==> config.mk <==
export PLATFORM = sky130hd
export DESIGN_NAME = span_position_loader_flat
export DESIGN_NICKNAME = d
export VERILOG_FILES = /design/src/rtl/span_position_loader_if.sv /design/src/rtl/span_position_loader.sv /design/src/flat_wrapper.sv
export SDC_FILE = /design/constraint.sdc
export NUM_CORES = 1
export LEC_CHECK = 0
export CORE_MARGIN = 4
export CORE_UTILIZATION = 33
export CTS_CLUSTER_SIZE = 8
export DETAILED_ROUTE_END_ITERATION = 10
export HOLD_SLACK_MARGIN = 0.02
export PLACE_DENSITY = 0.62
export SLEW_MARGIN = 20
export SYNTH_ARGS = -nofsm -noshare
export SYNTH_HDL_FRONTEND = slang
export SYNTH_SLANG_ARGS = --single-unit
==> constraint.sdc <==
create_clock -name clk -period 5 [get_ports clk]
set_input_delay 0.5 -clock clk [delete_from_list [all_inputs] [get_ports clk]]
set_output_delay 0.5 -clock clk [all_outputs]
set_load 0.01 [all_outputs]
==> src/rtl/span_position_loader_if.sv <==
// Trade handshake and margin-peripheral bus bundle for span_position_loader.
// The master modport is the loader's view; slave is the feeder/peripheral side.
interface span_position_loader_if;
    logic        trade_valid;
    logic        trade_ready;
    logic [2:0]  trade_contract;
    logic [15:0] trade_qty;
    logic        cme_chipselect;
    logic        cme_write;
    logic        cme_read;
    logic [5:0]  cme_offset;
    logic [15:0] cme_writeData;
    logic [15:0] cme_readData;

    modport master (
        input  trade_valid, trade_contract, trade_qty, cme_readData,
        output trade_ready, cme_chipselect, cme_write, cme_read, cme_offset, cme_writeData
    );

    modport slave (
        output trade_valid, trade_contract, trade_qty, cme_readData,
        input  trade_ready, cme_chipselect, cme_write, cme_read, cme_offset, cme_writeData
    );
endinterface

==> src/rtl/span_position_loader.sv <==
// Nets signed trades into eight contract positions and loads them into the SPAN margin peripheral.
// Define SPAN_LOADER_SAT_EN for saturating accumulation with a sticky overflow flag (default: wrap).
module span_position_loader #(
    parameter int SETTLE_CYCLES = 4
) (
    input  logic                   clk,
    input  logic                   reset,
    span_position_loader_if.master bus,
    input  logic [15:0]            psr_in,
    input  logic                   clear,
    input  logic                   flush,
    output logic                   busy,
    output logic [15:0]            margin,
    output logic                   margin_valid,
    output logic                   overflow
);

    typedef enum logic [2:0] {
        ST_IDLE   = 3'd0,
        ST_WR_PSR = 3'd1,
        ST_WR_POS = 3'd2,
        ST_SETTLE = 3'd3,
        ST_RD     = 3'd4,
        ST_CAP    = 3'd5
    } state_t;

    // Returns {clamp_flag, new_position}.
    function automatic logic [16:0] accumulate(input logic [15:0] acc, input logic [15:0] delta);
`ifdef SPAN_LOADER_SAT_EN
        logic [16:0] sum;
        sum = {acc[15], acc} + {delta[15], delta};
        if (sum[16] != sum[15]) begin
            accumulate = {1'b1, (sum[16] ? 16'h8000 : 16'h7fff)};
        end else begin
            accumulate = {1'b0, sum[15:0]};
        end
`else
        accumulate = {1'b0, acc + delta};
`endif
    endfunction

    state_t      state_r;
    logic [15:0] pos_r [8];
    logic [2:0]  idx_r;
    logic [7:0]  settle_r;
    logic        cs_r;
    logic        wr_r;
    logic        rd_r;
    logic [5:0]  off_r;
    logic [15:0] wdata_r;
    logic [15:0] margin_r;
    logic        margin_valid_r;
    logic        overflow_r;
    logic        trade_ready_s;
    logic        trade_fire_s;
    logic [16:0] acc_s;

    // Trade acceptance and the candidate position for the addressed contract.
    always_comb begin
        trade_ready_s = (state_r == ST_IDLE) && !clear && !reset;
        trade_fire_s  = bus.trade_valid && trade_ready_s;
        acc_s         = accumulate(pos_r[bus.trade_contract], bus.trade_qty);
    end

    // Sequencer: bus outputs are registered one state ahead so each strobe lines up with its state.
    always_ff @(posedge clk) begin
        if (reset) begin
            state_r        <= ST_IDLE;
            idx_r          <= 3'd0;
            settle_r       <= 8'd0;
            cs_r           <= 1'b0;
            wr_r           <= 1'b0;
            rd_r           <= 1'b0;
            off_r          <= 6'd0;
            wdata_r        <= 16'h0000;
            margin_r       <= 16'h0000;
            margin_valid_r <= 1'b0;
            overflow_r     <= 1'b0;
            for (int i = 0; i < 8; i++) begin
                pos_r[i] <= 16'h0000;
            end
        end else begin
            cs_r           <= 1'b0;
            wr_r           <= 1'b0;
            rd_r           <= 1'b0;
            off_r          <= 6'd0;
            wdata_r        <= 16'h0000;
            margin_valid_r <= 1'b0;
            case (state_r)
                ST_IDLE: begin
                    if (clear) begin
                        overflow_r <= 1'b0;
                        for (int i = 0; i < 8; i++) begin
                            pos_r[i] <= 16'h0000;
                        end
                    end else begin
                        if (trade_fire_s) begin
                            pos_r[bus.trade_contract] <= acc_s[15:0];
                            overflow_r                <= overflow_r | acc_s[16];
                        end
                        // The write-data register doubles as the sampled scan range.
                        if (flush) begin
                            state_r <= ST_WR_PSR;
                            cs_r    <= 1'b1;
                            wr_r    <= 1'b1;
                            off_r   <= 6'd0;
                            wdata_r <= psr_in;
                        end
                    end
                end
                ST_WR_PSR: begin
                    state_r <= ST_WR_POS;
                    idx_r   <= 3'd0;
                    cs_r    <= 1'b1;
                    wr_r    <= 1'b1;
                    off_r   <= 6'd1;
                    wdata_r <= pos_r[0];
                end
                ST_WR_POS: begin
                    if (idx_r == 3'd7) begin
                        state_r  <= ST_SETTLE;
                        settle_r <= 8'(SETTLE_CYCLES);
                    end else begin
                        idx_r   <= idx_r + 3'd1;
                        cs_r    <= 1'b1;
                        wr_r    <= 1'b1;
                        off_r   <= {3'b000, idx_r} + 6'd2;
                        wdata_r <= pos_r[idx_r + 3'd1];
                    end
                end
                ST_SETTLE: begin
                    if (settle_r == 8'd1) begin
                        state_r <= ST_RD;
                        cs_r    <= 1'b1;
                        rd_r    <= 1'b1;
                    end else begin
                        settle_r <= settle_r - 8'd1;
                    end
                end
                ST_RD: begin
                    state_r <= ST_CAP;
                end
                ST_CAP: begin
                    state_r        <= ST_IDLE;
                    margin_r       <= bus.cme_readData;
                    margin_valid_r <= 1'b1;
                end
                default: begin
                    state_r <= ST_IDLE;
                end
            endcase
        end
    end

    assign bus.trade_ready    = trade_ready_s;
    assign bus.cme_chipselect = cs_r;
    assign bus.cme_write      = wr_r;
    assign bus.cme_read       = rd_r;
    assign bus.cme_offset     = off_r;
    assign bus.cme_writeData  = wdata_r;
    assign busy               = (state_r != ST_IDLE);
    assign margin             = margin_r;
    assign margin_valid       = margin_valid_r;
    assign overflow           = overflow_r;

endmodule

==> src/flat_wrapper.sv <==
// flat-port wrapper written by rule: the top's interface ports become plain ports
module span_position_loader_flat 
#(
    parameter int SETTLE_CYCLES = 4
)
  (clk, reset, psr_in, clear, flush, busy, margin, margin_valid, overflow, bus_trade_valid, bus_trade_contract, bus_trade_qty, bus_cme_readData, bus_trade_ready, bus_cme_chipselect, bus_cme_write, bus_cme_read, bus_cme_offset, bus_cme_writeData);
  span_position_loader_if bus_i ();
  input  logic clk;
  input  logic reset;
  input  logic [15:0] psr_in;
  input  logic clear;
  input  logic flush;
  output logic busy;
  output logic [15:0] margin;
  output logic margin_valid;
  output logic overflow;
  input wire logic [$bits(bus_i.trade_valid)-1:0] bus_trade_valid;
  input wire logic [$bits(bus_i.trade_contract)-1:0] bus_trade_contract;
  input wire logic [$bits(bus_i.trade_qty)-1:0] bus_trade_qty;
  input wire logic [$bits(bus_i.cme_readData)-1:0] bus_cme_readData;
  output wire logic [$bits(bus_i.trade_ready)-1:0] bus_trade_ready;
  output wire logic [$bits(bus_i.cme_chipselect)-1:0] bus_cme_chipselect;
  output wire logic [$bits(bus_i.cme_write)-1:0] bus_cme_write;
  output wire logic [$bits(bus_i.cme_read)-1:0] bus_cme_read;
  output wire logic [$bits(bus_i.cme_offset)-1:0] bus_cme_offset;
  output wire logic [$bits(bus_i.cme_writeData)-1:0] bus_cme_writeData;
  assign bus_i.trade_valid = bus_trade_valid;
  assign bus_i.trade_contract = bus_trade_contract;
  assign bus_i.trade_qty = bus_trade_qty;
  assign bus_i.cme_readData = bus_cme_readData;
  assign bus_trade_ready = bus_i.trade_ready;
  assign bus_cme_chipselect = bus_i.cme_chipselect;
  assign bus_cme_write = bus_i.cme_write;
  assign bus_cme_read = bus_i.cme_read;
  assign bus_cme_offset = bus_i.cme_offset;
  assign bus_cme_writeData = bus_i.cme_writeData;
  span_position_loader #(.SETTLE_CYCLES(SETTLE_CYCLES)) u_core (.clk(clk), .reset(reset), .bus(bus_i), .psr_in(psr_in), .clear(clear), .flush(flush), .busy(busy), .margin(margin), .margin_valid(margin_valid), .overflow(overflow));
endmodule
Word level (Yosys, flattened, before mapping)
Memory sizes are Yosys's and may differ from the RTL's.
Cells that the tools add are included.

storage, ports and cells
  register bits after elaboration = 56
  bits in writable memories = 128
  input bits = 56
  output and inout port bits = 45
  word-level logic and storage cells = 96
  memories = 1

operators by class
  $add $sub $neg = 4
  eq/ne operators = 13
  multiplexer cells = 45
  bitwise gates (word level) = 9
  reduce and logical (&&, ||, !) cells = 14

memories
  name          words  bits a word  read ports  clocked after memory_dff  write ports  line                        text
  u_core.pos_r  8      16           3           0                         8            span_position_loader.sv:43  logic [15:0] pos_r [8];

operator list
  operator               count
  $mux W16               12
  $pmux W16 S3           1
  $mux W3                6
  $mux W1                17
  $add A16 B16 Y16       1
  $mux W8                2
  $pmux W8 S2            1
  $reduce_or A16 Y1      1
  $pmux W3 S5            1
  $pmux W6 S2            1
  $eq A3 B3 Y1 const B   3
  $eq A8 B1 Y1 const B   1
  $ne A2 B2 Y1 const B   4
  $or A1 B1 Y1           8
  $sub A8 B1 Y8 const B  1
  $eq A3 B2 Y1 const B   2
  $mux W6                1
  $pmux W3 S2            1
  $add A3 B2 Y4 const B  1
  $ne A2 B1 Y1 const B   2
  $pmux W1 S4            1
  $reduce_and A4 Y1      1
  $reduce_bool A2 Y1     2
  $add A3 B1 Y3 const B  1
  10 further kinds       13

Longest topological paths before layout
  depth after elaboration = 11
  gate-level depth with buffers = 15
  gate-level depth less buffers = 13

Least setup slack after synthesis
OpenSTA, ideal clock, no wires.

  kind = in2reg
  start point = in bus_trade_contract[0]
  end point = mem u_core.pos_r[0][14] (data pin)
  setup time = 272 ps
  data arrival time = 3183 ps
  path slack = 1544 ps
  cell stages on the path = 14
  buffers on the path = 3
  path through = buf_2 buf_1 clkbuf_1 a221oi_1 o22ai_1 ha_1 inv_1 fa_1 nand2b_1 a21oi_1 o211ai_1 o211ai_1 xnor2_1 nor2_1

RTL lines
  item         line                        text
  from (decl)  flat_wrapper.sv:18          input wire logic [$bits(bus_i.trade_contract)-1:0] bus_trade_contract;
  to (decl)    span_position_loader.sv:43

==> summary.md <==
| Metric | Value |
|---|---|
| Final count of hold timing violations | 0 |
| DIE WIDTH | 177 µm |
| Area leader, netlist | edfxtp_1 |
| Largest net degree at the start of global routing | 35 |
| Finished Cell Area | 0.0115 mm² |
| 1st-iter DRT viols | ~770 |
| Area growth from synthesis to layout | 21.9% |
| Die footprint | around 0.031 mm² |
| CTS tree | done |
| WL per Instance | 22.6 µm |
| FP Rows | 61 |
| Final std cells w/o fill | between 1000 and 1500 |
| Slew @ Worst Pin | 0.814 ns |
| Min Tclk post-route | 3.83 ns |
| I/O pins | a little over 100 |
| FF+latch count, synth | 182 |
| Drt first pass iters | 5 |
| WS Path Type | input port to flop |
| Arrival time of the worst setup path | 4.01 ns |
| Ratio of final minimum period to clock period | 0.766 |
| Vias per cell | 5.52 |
| Critical path cell sequence | clkdlybuf4s50_1 -> buf_4 -> nor2b_1 -> a221oi_1 -> o22ai_1 -> ha_1 -> a21oi_1 -> o21ai_1 -> a221o_1 -> a31oi_1 -> xnor2_2 -> nor2_1 |
| Clk root buf | clkbuf_16 |
| Initial antenna violation count | 0 |
| Vias | 7182 |
| Vias in the first global route | ~7000 |
| Crit path max-delay cell type | nor2b_1 |
| Slowest cell delay on critical path | 0.63 ns |
| First-pass GRT wire length | 43.7 mm |
| GRT overflow | 0 |
| Fmax | ~260 MHz |
| Port-buffer cells | 97 |
| Die height | about 180 µm |
| Share of layout cells above drive strength 1 | 0.143 |
| Core ar. | between 0.02 and 0.03 mm² |
| Placement Cell Area | 0.0108 mm² |
| CTS Sinks | between 150 and 200 |
| Synth cell types | 66 |
| Fin Clk Skew | 0.0106 ns |
| Routed Antenna Nets | 0 |
| Ys async rst share | 0 |
| WP buf/inv | 2 |
| Nets@finish | between 900 and 1000 |
| # diodes | 0 |
| CTS Buf Count | 17 |
| CTS Buffer Depth | 2 |
| Critical path's top delay family | compound AO/OA/AOI/OAI gates |
| WP data required | ~5.2 ns |
| Worst setup EP type | flop |
| Detailed-placement wirelength estimate | 20.1 mm |
| Skew-Pair Late Insertion Delay | 0.44 ns |
| Seq/Total Area, Yosys | 0.523 |
| Synth top area share | 0.408 |
| H-tree Lvls | 4 |
| Worst min-delay path category | flop to flop |
| Synth area leaders | edfxtp_1 (41%), dfxtp_1 (11%), nor2_1 (7.3%) |
| Clk pin slew, worst setup/hold paths | 0.07 ns |
| Synthesized cell area | approximately 0.0094 mm² |
| Status | finished, final reports clean |
| Worst VDD drop | roughly 0.24 mV |
| Post-CTS Hold Fix Bufs | 0 |
| CP Launch Type | input port |
| Total Wirelength | 29.4 mm |
| Number of flops mapped to enable cells by yosys | 128 |
| RSZ-0062 raised after global routing | no |
| Max cap viols | 0 |
| Gpl congestion | 1.01 |
| Slew margin rel. | 0.456 |
| Fin util | 0.411 |
| Predominant post-synthesis flop cell | edfxtp_1 |
| Gate Count Post-Synth | 807 |
| Setup Viol. Count Final | 0 |
| DP Cell Count | 1269 |
| Total GRT Usage | 0.187 |
| PwrDens | approximately 360 mW/mm² |
| Post-CTS sizing | 0 |
| Syn_area_per_cell | 11.7 µm² |
| Final Max Tran Viols | 0 |
| Sum of negative setup slack | 0 ns |
| # DRC | 0 |
| Postcts setup bufs | 0 |
| Crit-path max FO | 28 |
| Static leakage | 4.26 nW |
| Initial core utilization | 0.337 |
| Synthesis Warnings | 0 |
[flip-flops by register name (all words and copies together) (netlist names)]
signal and cells:
u_core.pos_r 128, u_core.bus.cme_writeData 16, u_core.margin 16, u_core.settle_r 8, u_core.bus.cme_offset 4, u_core.idx_r 3
u_core.state_r 3, u_core.bus.cme_chipselect 1, u_core.bus.cme_read 1, u_core.bus.cme_write 1, u_core.margin_valid 1
[cell type report]
type	instances	area, µm²
fill	2664	16500
sequential	182	4920
multi-input combinational	562	4160
timing repair buffer	135	1250
tap	378	473
clock buffer	18	429
clock inverter	14	198
inverter	12	45.0
[cells in the mapped netlist (3+ instances only)]
library cell and n:
a21o_1 6, a21oi_1 40, a221oi_1 14, a222oi_1 16, a22oi_1 11, a31oi_1 3
and2_1 4, and3_1 3, and3b_1 3, buf_1 6, buf_2 13, buf_4 4
buf_6 3, clkbuf_1 24, dfxtp_1 54, edfxtp_1 128, ha_1 20, inv_1 9
inv_2 3, mux2_1 8, mux2_2 25, mux2i_1 10, mux4_1 18, mux4_2 24
nand2_1 73, nand2b_1 7, nand3_1 7, nor2_1 182, nor2b_1 4, nor3_1 4
o211ai_1 6, o21ai_0 6, o21ai_1 8, o22ai_1 6, xnor2_1 8, xor2_1 9
[stage by stage]
step	worst slack (ns)	hold WS [ns]	power [mW]
floorplan	1.54	0.453	2.42
global placement	0.836	0.442	2.75
detailed placement	0.837	0.446	2.76
CTS	1.29	0.456	4.20
global route	0.956	0.479	4.35
finish	1.17	0.455	4.18
[power by group]
part           switching (mW)  internal, mW  leakage, nW
sequential             0.0824          1.75         1.83
combinational           0.522         0.382         2.12
clock                   0.596         0.843        0.303
[kinds of logic after synthesis]
logic type | after synthesis | share of synthesized area
fa+ha+maj | 21 | 0.0287
buf+inv | 65 | 0.0363
compound gates | 134 | 0.101
other cells | 1 | 0.000398
flops | 182 | 0.523
mux | 85 | 0.158
xor+xnor | 19 | 0.0193
simple gates | 300 | 0.134
[cells in the final DEF (no fill, tap or decap), types with 3 or more instances in the layout]
| cell type | count |
|---|---|
| inv_2 | 3 |
| and2_1 | 4 |
| mux2_2 | 25 |
| nand2b_1 | 7 |
| nor2b_1 | 4 |
| inv_1 | 9 |
| and3_1 | 3 |
| a31oi_1 | 3 |
| a21oi_1 | 40 |
| nor3_1 | 4 |
| o211ai_1 | 6 |
| nand2_1 | 73 |
| xor2_1 | 9 |
| mux4_2 | 24 |
| dfxtp_1 | 54 |
| nand3_1 | 7 |
| nor2_1 | 182 |
| o21ai_1 | 8 |
| bufinv_16 | 4 |
| and3b_1 | 3 |
| mux2i_1 | 10 |
| ha_1 | 19 |
| mux4_1 | 18 |
| a222oi_1 | 16 |
| o21ai_0 | 6 |
| a22oi_1 | 11 |
| buf_4 | 38 |
| clkdlybuf4s50_1 | 95 |
| conb_1 | 3 |
| a21o_1 | 6 |
| edfxtp_1 | 128 |
| mux2_1 | 8 |
| xnor2_1 | 8 |
| a221oi_1 | 14 |
| inv_6 | 3 |
| o22ai_1 | 6 |
| clkbuf_16 | 17 |
[metal layers]
layer  global-route usage  share of wire
met5                    0              0
met4               0.0609          0.022
met3               0.0370          0.081
met2                0.298           0.46
met1                0.258           0.43
[worst paths after layout]
kind,start,endpoint,slack [ns],cells after the start
worst max register to register,u_core.pos_r[3][9],u_core.pos_r[3][12],1.74,10
worst min-delay path,u_core.margin[3],u_core.margin[3],0.45,2
worst min register to register,u_core.margin[3],u_core.margin[3],0.45,2
worst max-delay path,bus_trade_contract[0],u_core.pos_r[0][15],1.17,12
[worst min-delay path, stage by stage (launching register included)]
cell and delay (ns):
dfxtp_1 0.31, nand2_1 0.05, a21oi_1 0.05
No activity file was read; power rests on OpenSTA's default activity.
